==> src/rtl/led_blink_if.sv <==
// Request channel for the LED blink scheduler.
// Two requesters, each presenting a burst blink count over valid/ready.
interface led_blink_if #(
    parameter int unsigned CNT_W = 4
);
    logic             req0_valid;
    logic [CNT_W-1:0] req0_count;
    logic             req0_ready;
    logic             req1_valid;
    logic [CNT_W-1:0] req1_count;
    logic             req1_ready;

    modport master (
        output req0_valid, req0_count, req1_valid, req1_count,
        input  req0_ready, req1_ready
    );

    modport slave (
        input  req0_valid, req0_count, req1_valid, req1_count,
        output req0_ready, req1_ready
    );
endinterface

==> src/rtl/led_blink_scheduler.sv <==
// Shares one status LED between two requesters: round-robin grant of blink
// bursts, each played as tick-timed ON/OFF blinks followed by a dark GAP.
module led_blink_scheduler #(
    parameter int unsigned TICK_DIV  = 5_000_000,
    parameter int unsigned ON_TICKS  = 4,
    parameter int unsigned OFF_TICKS = 4,
    parameter int unsigned GAP_TICKS = 10,
    parameter int unsigned CNT_W     = 4
) (
    input  logic        clk,
    input  logic        rst,
    led_blink_if.slave  req,
    output logic        led,
    output logic        busy,
    output logic        grant_id,
    output logic        done
);

    localparam int unsigned TICK_W = $clog2(TICK_DIV);
    localparam int unsigned PH_MAX = (ON_TICKS > OFF_TICKS)
                                     ? ((ON_TICKS > GAP_TICKS) ? ON_TICKS : GAP_TICKS)
                                     : ((OFF_TICKS > GAP_TICKS) ? OFF_TICKS : GAP_TICKS);
    localparam int unsigned PH_W   = $clog2(PH_MAX + 1);

    localparam logic [2:0] IDLE      = 3'd0;
    localparam logic [2:0] ON        = 3'd1;
    localparam logic [2:0] OFF       = 3'd2;
    localparam logic [2:0] GAP       = 3'd3;
    localparam logic [2:0] DONE_ZERO = 3'd4;

    logic [2:0]        state, state_d;
    logic [TICK_W-1:0] tick_cnt, tick_cnt_d;
    logic [PH_W-1:0]   phase, phase_d;
    logic [CNT_W-1:0]  remaining, remaining_d;
    logic              last_grant, last_grant_d;
    logic              grant_d, led_d, done_d, busy_d;
    logic              tick, ready0, ready1, acc0, acc1;
    logic [CNT_W-1:0]  acc_count;

    // Arbitration is only open in IDLE; a tie goes to whoever was not served last.
    assign ready0 = (state == IDLE) && !rst && req.req0_valid
                    && (!req.req1_valid || last_grant);
    assign ready1 = (state == IDLE) && !rst && req.req1_valid
                    && (!req.req0_valid || !last_grant);
    assign req.req0_ready = ready0;
    assign req.req1_ready = ready1;
    assign acc0      = ready0 && req.req0_valid;
    assign acc1      = ready1 && req.req1_valid;
    assign acc_count = acc1 ? req.req1_count : req.req0_count;
    assign tick      = (tick_cnt == TICK_W'(TICK_DIV - 1));

    always_ff @(posedge clk) begin
        if (rst) begin
            state      <= IDLE;
            tick_cnt   <= '0;
            phase      <= '0;
            remaining  <= '0;
            last_grant <= 1'b1;
            grant_id   <= 1'b0;
            led        <= 1'b0;
            done       <= 1'b0;
            busy       <= 1'b0;
        end else begin
            state      <= state_d;
            tick_cnt   <= tick_cnt_d;
            phase      <= phase_d;
            remaining  <= remaining_d;
            last_grant <= last_grant_d;
            grant_id   <= grant_d;
            led        <= led_d;
            done       <= done_d;
            busy       <= busy_d;
        end
    end

    always_comb begin
        state_d      = state;
        tick_cnt_d   = tick ? '0 : tick_cnt + TICK_W'(1);
        phase_d      = phase;
        remaining_d  = remaining;
        last_grant_d = last_grant;
        grant_d      = grant_id;
        led_d        = 1'b0;
        done_d       = 1'b0;

        case (state)
            IDLE: begin
                if (acc0 || acc1) begin
                    // Restart the tick so every phase is a whole number of ticks.
                    tick_cnt_d   = '0;
                    phase_d      = '0;
                    remaining_d  = acc_count;
                    grant_d      = acc1;
                    last_grant_d = acc1;
                    if (acc_count != '0) begin
                        state_d = ON;
                        led_d   = 1'b1;
                    end else begin
                        state_d = DONE_ZERO;
                    end
                end
            end
            ON: begin
                led_d = 1'b1;
                if (tick) begin
                    if (phase == PH_W'(ON_TICKS - 1)) begin
                        state_d = OFF;
                        led_d   = 1'b0;
                        phase_d = '0;
                    end else begin
                        phase_d = phase + PH_W'(1);
                    end
                end
            end
            OFF: begin
                if (tick) begin
                    if (phase == PH_W'(OFF_TICKS - 1)) begin
                        phase_d     = '0;
                        remaining_d = remaining - CNT_W'(1);
                        if (remaining == CNT_W'(1)) begin
                            state_d = GAP;
                        end else begin
                            state_d = ON;
                            led_d   = 1'b1;
                        end
                    end else begin
                        phase_d = phase + PH_W'(1);
                    end
                end
            end
            GAP: begin
                if (tick) begin
                    if (phase == PH_W'(GAP_TICKS - 1)) begin
                        state_d = IDLE;
                        done_d  = 1'b1;
                        phase_d = '0;
                    end else begin
                        phase_d = phase + PH_W'(1);
                    end
                end
            end
            DONE_ZERO: begin
                state_d = IDLE;
                done_d  = 1'b1;
            end
            default: begin
                state_d = IDLE;
            end
        endcase

        busy_d = (state_d != IDLE);
    end

endmodule

==> src/flat_wrapper.sv <==
// flat-port wrapper written by rule: the top's interface ports become plain ports
module led_blink_scheduler_flat 
#(
    parameter int unsigned TICK_DIV  = 5_000_000,
    parameter int unsigned ON_TICKS  = 4,
    parameter int unsigned OFF_TICKS = 4,
    parameter int unsigned GAP_TICKS = 10,
    parameter int unsigned CNT_W     = 4
)
  (clk, rst, led, busy, grant_id, done, req_req0_valid, req_req0_count, req_req1_valid, req_req1_count, req_req0_ready, req_req1_ready);
  led_blink_if #(.CNT_W(CNT_W)) req_i ();
  input  logic clk;
  input  logic rst;
  output logic led;
  output logic busy;
  output logic grant_id;
  output logic done;
  input wire logic [$bits(req_i.req0_valid)-1:0] req_req0_valid;
  input wire logic [$bits(req_i.req0_count)-1:0] req_req0_count;
  input wire logic [$bits(req_i.req1_valid)-1:0] req_req1_valid;
  input wire logic [$bits(req_i.req1_count)-1:0] req_req1_count;
  output wire logic [$bits(req_i.req0_ready)-1:0] req_req0_ready;
  output wire logic [$bits(req_i.req1_ready)-1:0] req_req1_ready;
  assign req_i.req0_valid = req_req0_valid;
  assign req_i.req0_count = req_req0_count;
  assign req_i.req1_valid = req_req1_valid;
  assign req_i.req1_count = req_req1_count;
  assign req_req0_ready = req_i.req0_ready;
  assign req_req1_ready = req_i.req1_ready;
  led_blink_scheduler #(.TICK_DIV(TICK_DIV), .ON_TICKS(ON_TICKS), .OFF_TICKS(OFF_TICKS), .GAP_TICKS(GAP_TICKS), .CNT_W(CNT_W)) u_core (.clk(clk), .rst(rst), .req(req_i), .led(led), .busy(busy), .grant_id(grant_id), .done(done));
endmodule
==> config.mk <==
export PLATFORM = sky130hd
export DESIGN_NAME = led_blink_scheduler_flat
export DESIGN_NICKNAME = d
export VERILOG_FILES = /design/src/rtl/led_blink_if.sv /design/src/rtl/led_blink_scheduler.sv /design/src/flat_wrapper.sv
export SDC_FILE = /design/constraint.sdc
export NUM_CORES = 1
export LEC_CHECK = 0
export BUFFER_PORTS_ARGS = -buffer_cell sky130_fd_sc_hd__clkbuf_2
export CORE_MARGIN = 2
export CORE_UTILIZATION = 40
export CTS_BUF_LIST = sky130_fd_sc_hd__clkbuf_8
export CTS_CLUSTER_SIZE = 25
export DETAILED_ROUTE_END_ITERATION = 8
export HOLD_SLACK_MARGIN = 0.06
export PLACE_DENSITY = 0.65
export SLEW_MARGIN = 10
export SYNTH_ARGS = -nofsm -noshare
export SYNTH_HDL_FRONTEND = slang
export SYNTH_SLANG_ARGS = --single-unit
==> constraint.sdc <==
create_clock -name clk -period 4.9 [get_ports clk]
set_input_delay 0.49 -clock clk [delete_from_list [all_inputs] [get_ports clk]]
set_output_delay 0.49 -clock clk [all_outputs]
set_load 0.02 [all_outputs]
-- After elaboration in Yosys (flattened, before gate mapping)
Index checks and enable logic that the tools add are counted.
Widths: inputs -> output; s select.
- add/subtract/negate cells: 3
- equal/unequal tests: 13
- multiplexer cells: 35
- reductions and logical operators: 23
- operator list (kind ; count):
    $mux 23 ; 3
    $mux 4 ; 9
    $mux 3 ; 8
    $add 23x1->23 const B ; 1
    $eq 23x23->1 const B ; 1
    $pmux 3 s4 ; 1
    $pmux 4 s3 ; 1
    $mux 1 ; 9
    $ne 2x1->1 const B ; 4
    $pmux 4 s2 ; 1
    $reduce_and 4->1 ; 2
    $logic_and 1x1->1 ; 7
    $eq 3x2->1 const B ; 2
    $reduce_bool 3->1 ; 2
    $add 4x1->4 const B ; 1
    $eq 4x1->1 const B ; 1
    $eq 4x2->1 const B ; 1
    $eq 4x4->1 const B ; 1
    $logic_not 1->1 ; 4
    $reduce_bool 4->1 ; 1
    $sub 4x1->4 const B ; 1
    $eq 3x1->1 const B ; 1
    $eq 3x3->1 const B ; 1
    $logic_not 3->1 ; 1
    other kinds (8) ; 10
- register bits: 39
- output and inout port bits: 6

-- Depth between registers and ports, before layout
- depth after elaboration: 11
- mapped depth: 8

-- Worst setup path after synthesis
No wires, ideal clock.
- kind: flip-flop to flip-flop
- start point: register u_core.tick_cnt[0]
- end point: register u_core.remaining[2]
- setup time: 117 ps
- arrival: 2065 ps
- data required time: 4783 ps
- setup slack: 2718 ps
- cell stages (with the launch flop): 7
- buffers on the path: 0
- period minus slack after synthesis: 2182 ps
- cells stage by stage: dfxtp_1 ha_1 nand2_1 or4_4 nor4_1 o22ai_1 a32o_1
- cells in the longest elaborated chain, start to end: 3
- ends and longest elaborated chain (what ; line ; source):
    start: declaration ; led_blink_scheduler.sv:32 ; logic [TICK_W-1:0] tick_cnt, tick_cnt_d;
    start signal: assignment ; led_blink_scheduler.sv:65 ; tick_cnt <= tick_cnt_d;
    $eq 23x23->1 ; led_blink_scheduler.sv:50 ; assign tick = (tick_cnt == TICK_W'(TICK_DIV - 1));
    $ne 2x1->1 (no line) ; n/a ;
    $reduce_and 4->1 (no line) ; n/a ;
    end signal: assignment ; led_blink_scheduler.sv:67 ; remaining <= remaining_d;
    end: declaration ; led_blink_scheduler.sv:34 ; logic [CNT_W-1:0] remaining, remaining_d;
No other way between the ends.
A chain may end at the register's enable or synchronous reset.

-- Worst setup path after layout
Ends and elaborated chain as after synthesis.

==> PnR_summary.wiki <==
{| class="wikitable"
! Metric !! Value
|-
| Top_reg_cell synth || sky130_fd_sc_hd__dfxtp_1
|-
| TritonCTS clock tree || built
|-
| Startpoint kind of the worst setup timing path || flop
|-
| Total routed wire length on the met1 layer || 1997 um
|-
| Count of flip-flops with a built-in enable after synthesis || 0
|-
| Commonest cells after routing, fill and taps aside || 39 x sky130_fd_sc_hd__dfxtp_1, 32 x sky130_fd_sc_hd__nor2_1, 17 x sky130_fd_sc_hd__clkbuf_2
|-
| Area used by multi-input combinational logic || 0.001131 mm2
|-
| Iteration-0 DRC Markers || 236
|-
| Peak supply drop || 152.9 uV
|-
| Yosys reg bits || 39
|-
| Final critical path time including I/O delays and setup || 2502 ps
|-
| Max-cap violation count || 0
|-
| First-pass GRT wire length || 7058 um
|-
| Met2 wire length || 1764 um
|-
| Core outline area || 0.004755 mm2
|-
| Top sig layer || met4
|-
| # clock sinks || 39
|-
| Worst Path Max Fanout || 5
|-
| Sw Pwr || 153.1 uW
|-
| Overall routing resource usage || 16.23%
|-
| Register-to-Register Path Depth || 6
|-
| Area Growth Syn to Fin || 12.03%
|-
| Die height || 74.66 um
|-
| Avg Inst Size Synth || 8.426 um2
|-
| Number of clock buffers inserted by TritonCTS || 5
|-
| Post-CTS resize count || 0
|-
| Initial Util || 42.00%
|-
| Final antenna-violating net count || 0
|-
| Clk network pwr share || 37.9%
|-
| Post CTS Setup Buffer Count || 0
|-
| FP Rows || 25
|-
| Run status || finished clean
|-
| Pre-antenna DRT Iters || 4
|-
| Via count || 1681
|-
| Port Buf Inserts || 17
|-
| Placed cells || 313
|-
| Highest attainable clock frequency || 399.7 MHz
|-
| Post-synthesis sequential area ratio || 39.10%
|-
| Syn Nets || 254
|-
| Synthesized instance count || 237
|-
| Number of top-level design ports || 18
|-
| Setup repair after global routing missed its margin || false
|-
| Post-synthesis instance area || 0.001997 mm2
|-
| Share of cells above drive strength 1 || 12.20%
|-
| Filler Cell Count || 489
|-
| Clk_skew || 3.616 ps
|-
| Total power || 628.8 uW
|-
| Final setup slack of the worst path || 2398 ps
|-
| Non-Filler Instances || 321
|-
| Clock transition at the registers of the reported paths || 70 ps
|-
| Switching share of total power || 24.35%
|-
| # hold bufs at CTS || 0
|-
| Number of antenna violations at the first check in global routing || 0
|-
| Sum of overflow across all layers after global routing || 0
|-
| Later-pin clock latency in the skew report || 280 ps
|-
| Final Setup Violations || 0
|-
| Master cell of the clock root buffer || sky130_fd_sc_hd__clkbuf_8
|-
| WHS Path Cells || 2
|-
| Routed length per placed instance || 12.46 um
|-
| Met3 wire length || 198 um
|-
| Pin slew with the least headroom to its limit || 747.3 ps
|-
| Final Hold Violating Endpoints || 0
|-
| Total of warnings raised by yosys || 0
|-
| Number of buffers between clock root and the deepest sink || 2
|-
| Internal power || 475.7 uW
|-
| Mean number of vias per cell || 5.237
|-
| Die X || 74.66 um
|-
| Post-Place Worst Slack || 2430 ps
|-
| Commonest non-fill, non-tap cell in the layout || sky130_fd_sc_hd__dfxtp_1
|-
| Number of pins exceeding their max-slew limit in the final report || 0
|-
| Number of distinct library cells after synthesis || 43
|-
| Vias in the first global route || 1565
|-
| Worst min path class || flop to flop
|-
| Antenna fix cells || 0
|-
| Share of the cycle needed by the critical path after routing || 51.05%
|-
| Total leakage power || 0.8130 nW
|-
| Routability congestion estimate from global placement || 0.8224
|-
| DRT Wirelength || 3999 um
|-
| Number of levels in the clock H-tree || 2
|-
| Worst path required time || 5080 ps
|-
| Residual DRC count || 0
|-
| Async set-reset flop share out of synthesis || 0%
|-
| Storage cell area || 780.7 um2
|-
| Pin count of the biggest net entering global routing || 24
|-
| Worst Setup Path Type || flop to flop
|-
| Power density over cell area || 281.1 mW/mm2
|-
| Final HPWL from detailed placement || 2872 um
|-
| Die Area || 0.005573 mm2
|-
| Fin nets || 270
|-
| Combinational power share || 9.2%
|-
| Setup TNS || 0 ps
|-
| Final hold slack || 461.9 ps
|-
| Worst EP arrival || 2680 ps
|-
| Max transition margin || 50.18%
|-
| Sequential share of power || 52.9%
|-
| Kind of capture point of the worst setup path || flop
|}
-- power by group through the flow --
stage	Combinational, mW	Clock (mW)	Sequential, mW
floorplan	0.0398	0	0.340
global placement	0.0576	0	0.340
detailed placement	0.0584	0	0.340
CTS	0.0586	0.246	0.333
global route	0.0658	0.260	0.335
finish	0.0580	0.238	0.333
-- layer usage --
metal / vias to the layer above / track usage [%]
met5: - / 0
met4: 0 / 4.762
met3: 5 / 3.882
met2: 49 / 25.86
met1: 746 / 22.04
li1: 881 / -
-- per-stage QoR --
step	util, %	area [um2]
detailed placement	44.87	2133
global route	47.05	2237
global placement	44.87	2133
finish	47.05	2237
CTS	47.05	2237
floorplan	-	1997
-- cell usage after synthesis (2+ instances only) --
cell	instances	share of area (%)
sky130_fd_sc_hd__nor3_1	7	1.8
sky130_fd_sc_hd__and4_1	3	1.3
sky130_fd_sc_hd__nor2_1	32	6.0
sky130_fd_sc_hd__o221ai_1	2	0.88
sky130_fd_sc_hd__mux2i_1	3	1.5
sky130_fd_sc_hd__a32o_1	2	1.0
sky130_fd_sc_hd__o21ai_0	4	1.0
sky130_fd_sc_hd__a21oi_1	8	2.0
sky130_fd_sc_hd__o32ai_1	3	1.3
sky130_fd_sc_hd__ha_1	5	3.1
sky130_fd_sc_hd__o22ai_1	2	0.63
sky130_fd_sc_hd__xor2_1	8	3.5
sky130_fd_sc_hd__dfxtp_1	39	39
sky130_fd_sc_hd__or3_1	4	1.3
sky130_fd_sc_hd__and3_1	11	3.4
sky130_fd_sc_hd__nor4_1	4	1.3
sky130_fd_sc_hd__or3b_1	2	0.88
sky130_fd_sc_hd__nand4_1	5	1.6
sky130_fd_sc_hd__xnor2_1	13	5.7
sky130_fd_sc_hd__nand3_1	15	3.8
sky130_fd_sc_hd__nand2b_1	2	0.63
sky130_fd_sc_hd__nor3b_1	2	0.75
sky130_fd_sc_hd__a211oi_1	2	0.75
sky130_fd_sc_hd__clkbuf_1	6	1.1
sky130_fd_sc_hd__o31ai_1	2	0.75
sky130_fd_sc_hd__a31oi_1	2	0.63
sky130_fd_sc_hd__inv_1	14	2.6
sky130_fd_sc_hd__buf_2	2	0.50
sky130_fd_sc_hd__mux2_2	3	1.7
sky130_fd_sc_hd__nand2_1	16	3.0
sky130_fd_sc_hd__nor4b_1	2	0.88
-- area by class of cell --
type | count | area share [%]
clock buffer | 7 | 4.306
clock inverter | 1 | 0.3356
inverter | 14 | 2.349
multi-input combinational | 176 | 50.56
sequential | 39 | 34.90
tap | 67 | 3.747
timing repair buffer | 17 | 3.803
-- worst paths after layout --
kind	from	endpoint	slack, ps
worst max-delay path	u_core.tick_cnt[0]	u_core.remaining[2]	2400
worst min-delay path	u_core.grant_id	u_core.grant_id	460
worst max register to register	u_core.tick_cnt[0]	u_core.remaining[2]	2400
worst min register to register	u_core.grant_id	u_core.grant_id	460
-- state kept, by name, indices dropped and copies added, names as in the netlist --
register	count
u_core.busy	1
u_core.phase	4
u_core.grant_id	1
u_core.done	1
u_core.led	1
u_core.last_grant	1
u_core.state	3
u_core.tick_cnt	23
u_core.remaining	4
-- cell families (layout without fill, tap and decap cells) --
| logic type | Yosys count | in the layout | synth area share [%] |
|---|---|---|---|
| AOI/OAI and AO/OA | 34 | 34 | 12.34 |
| xor gates and xnor gates | 21 | 21 | 9.211 |
| adders and majority gates | 5 | 5 | 3.133 |
| buffers and inverters | 22 | 39 | 4.261 |
| DFF | 39 | 39 | 39.10 |
| muxes | 6 | 6 | 3.195 |
| and+or+nand+nor | 110 | 110 | 28.76 |
-- critical path, cell delays in order (launching register included) --
cell and delay, ps:
sky130_fd_sc_hd__dfxtp_1 380, sky130_fd_sc_hd__ha_1 240, sky130_fd_sc_hd__nand2_1 90, sky130_fd_sc_hd__or4_4 550, sky130_fd_sc_hd__nor4_1 660, sky130_fd_sc_hd__o22ai_1 180, sky130_fd_sc_hd__a32o_1 290
Power figures use the tool's default switching activity.
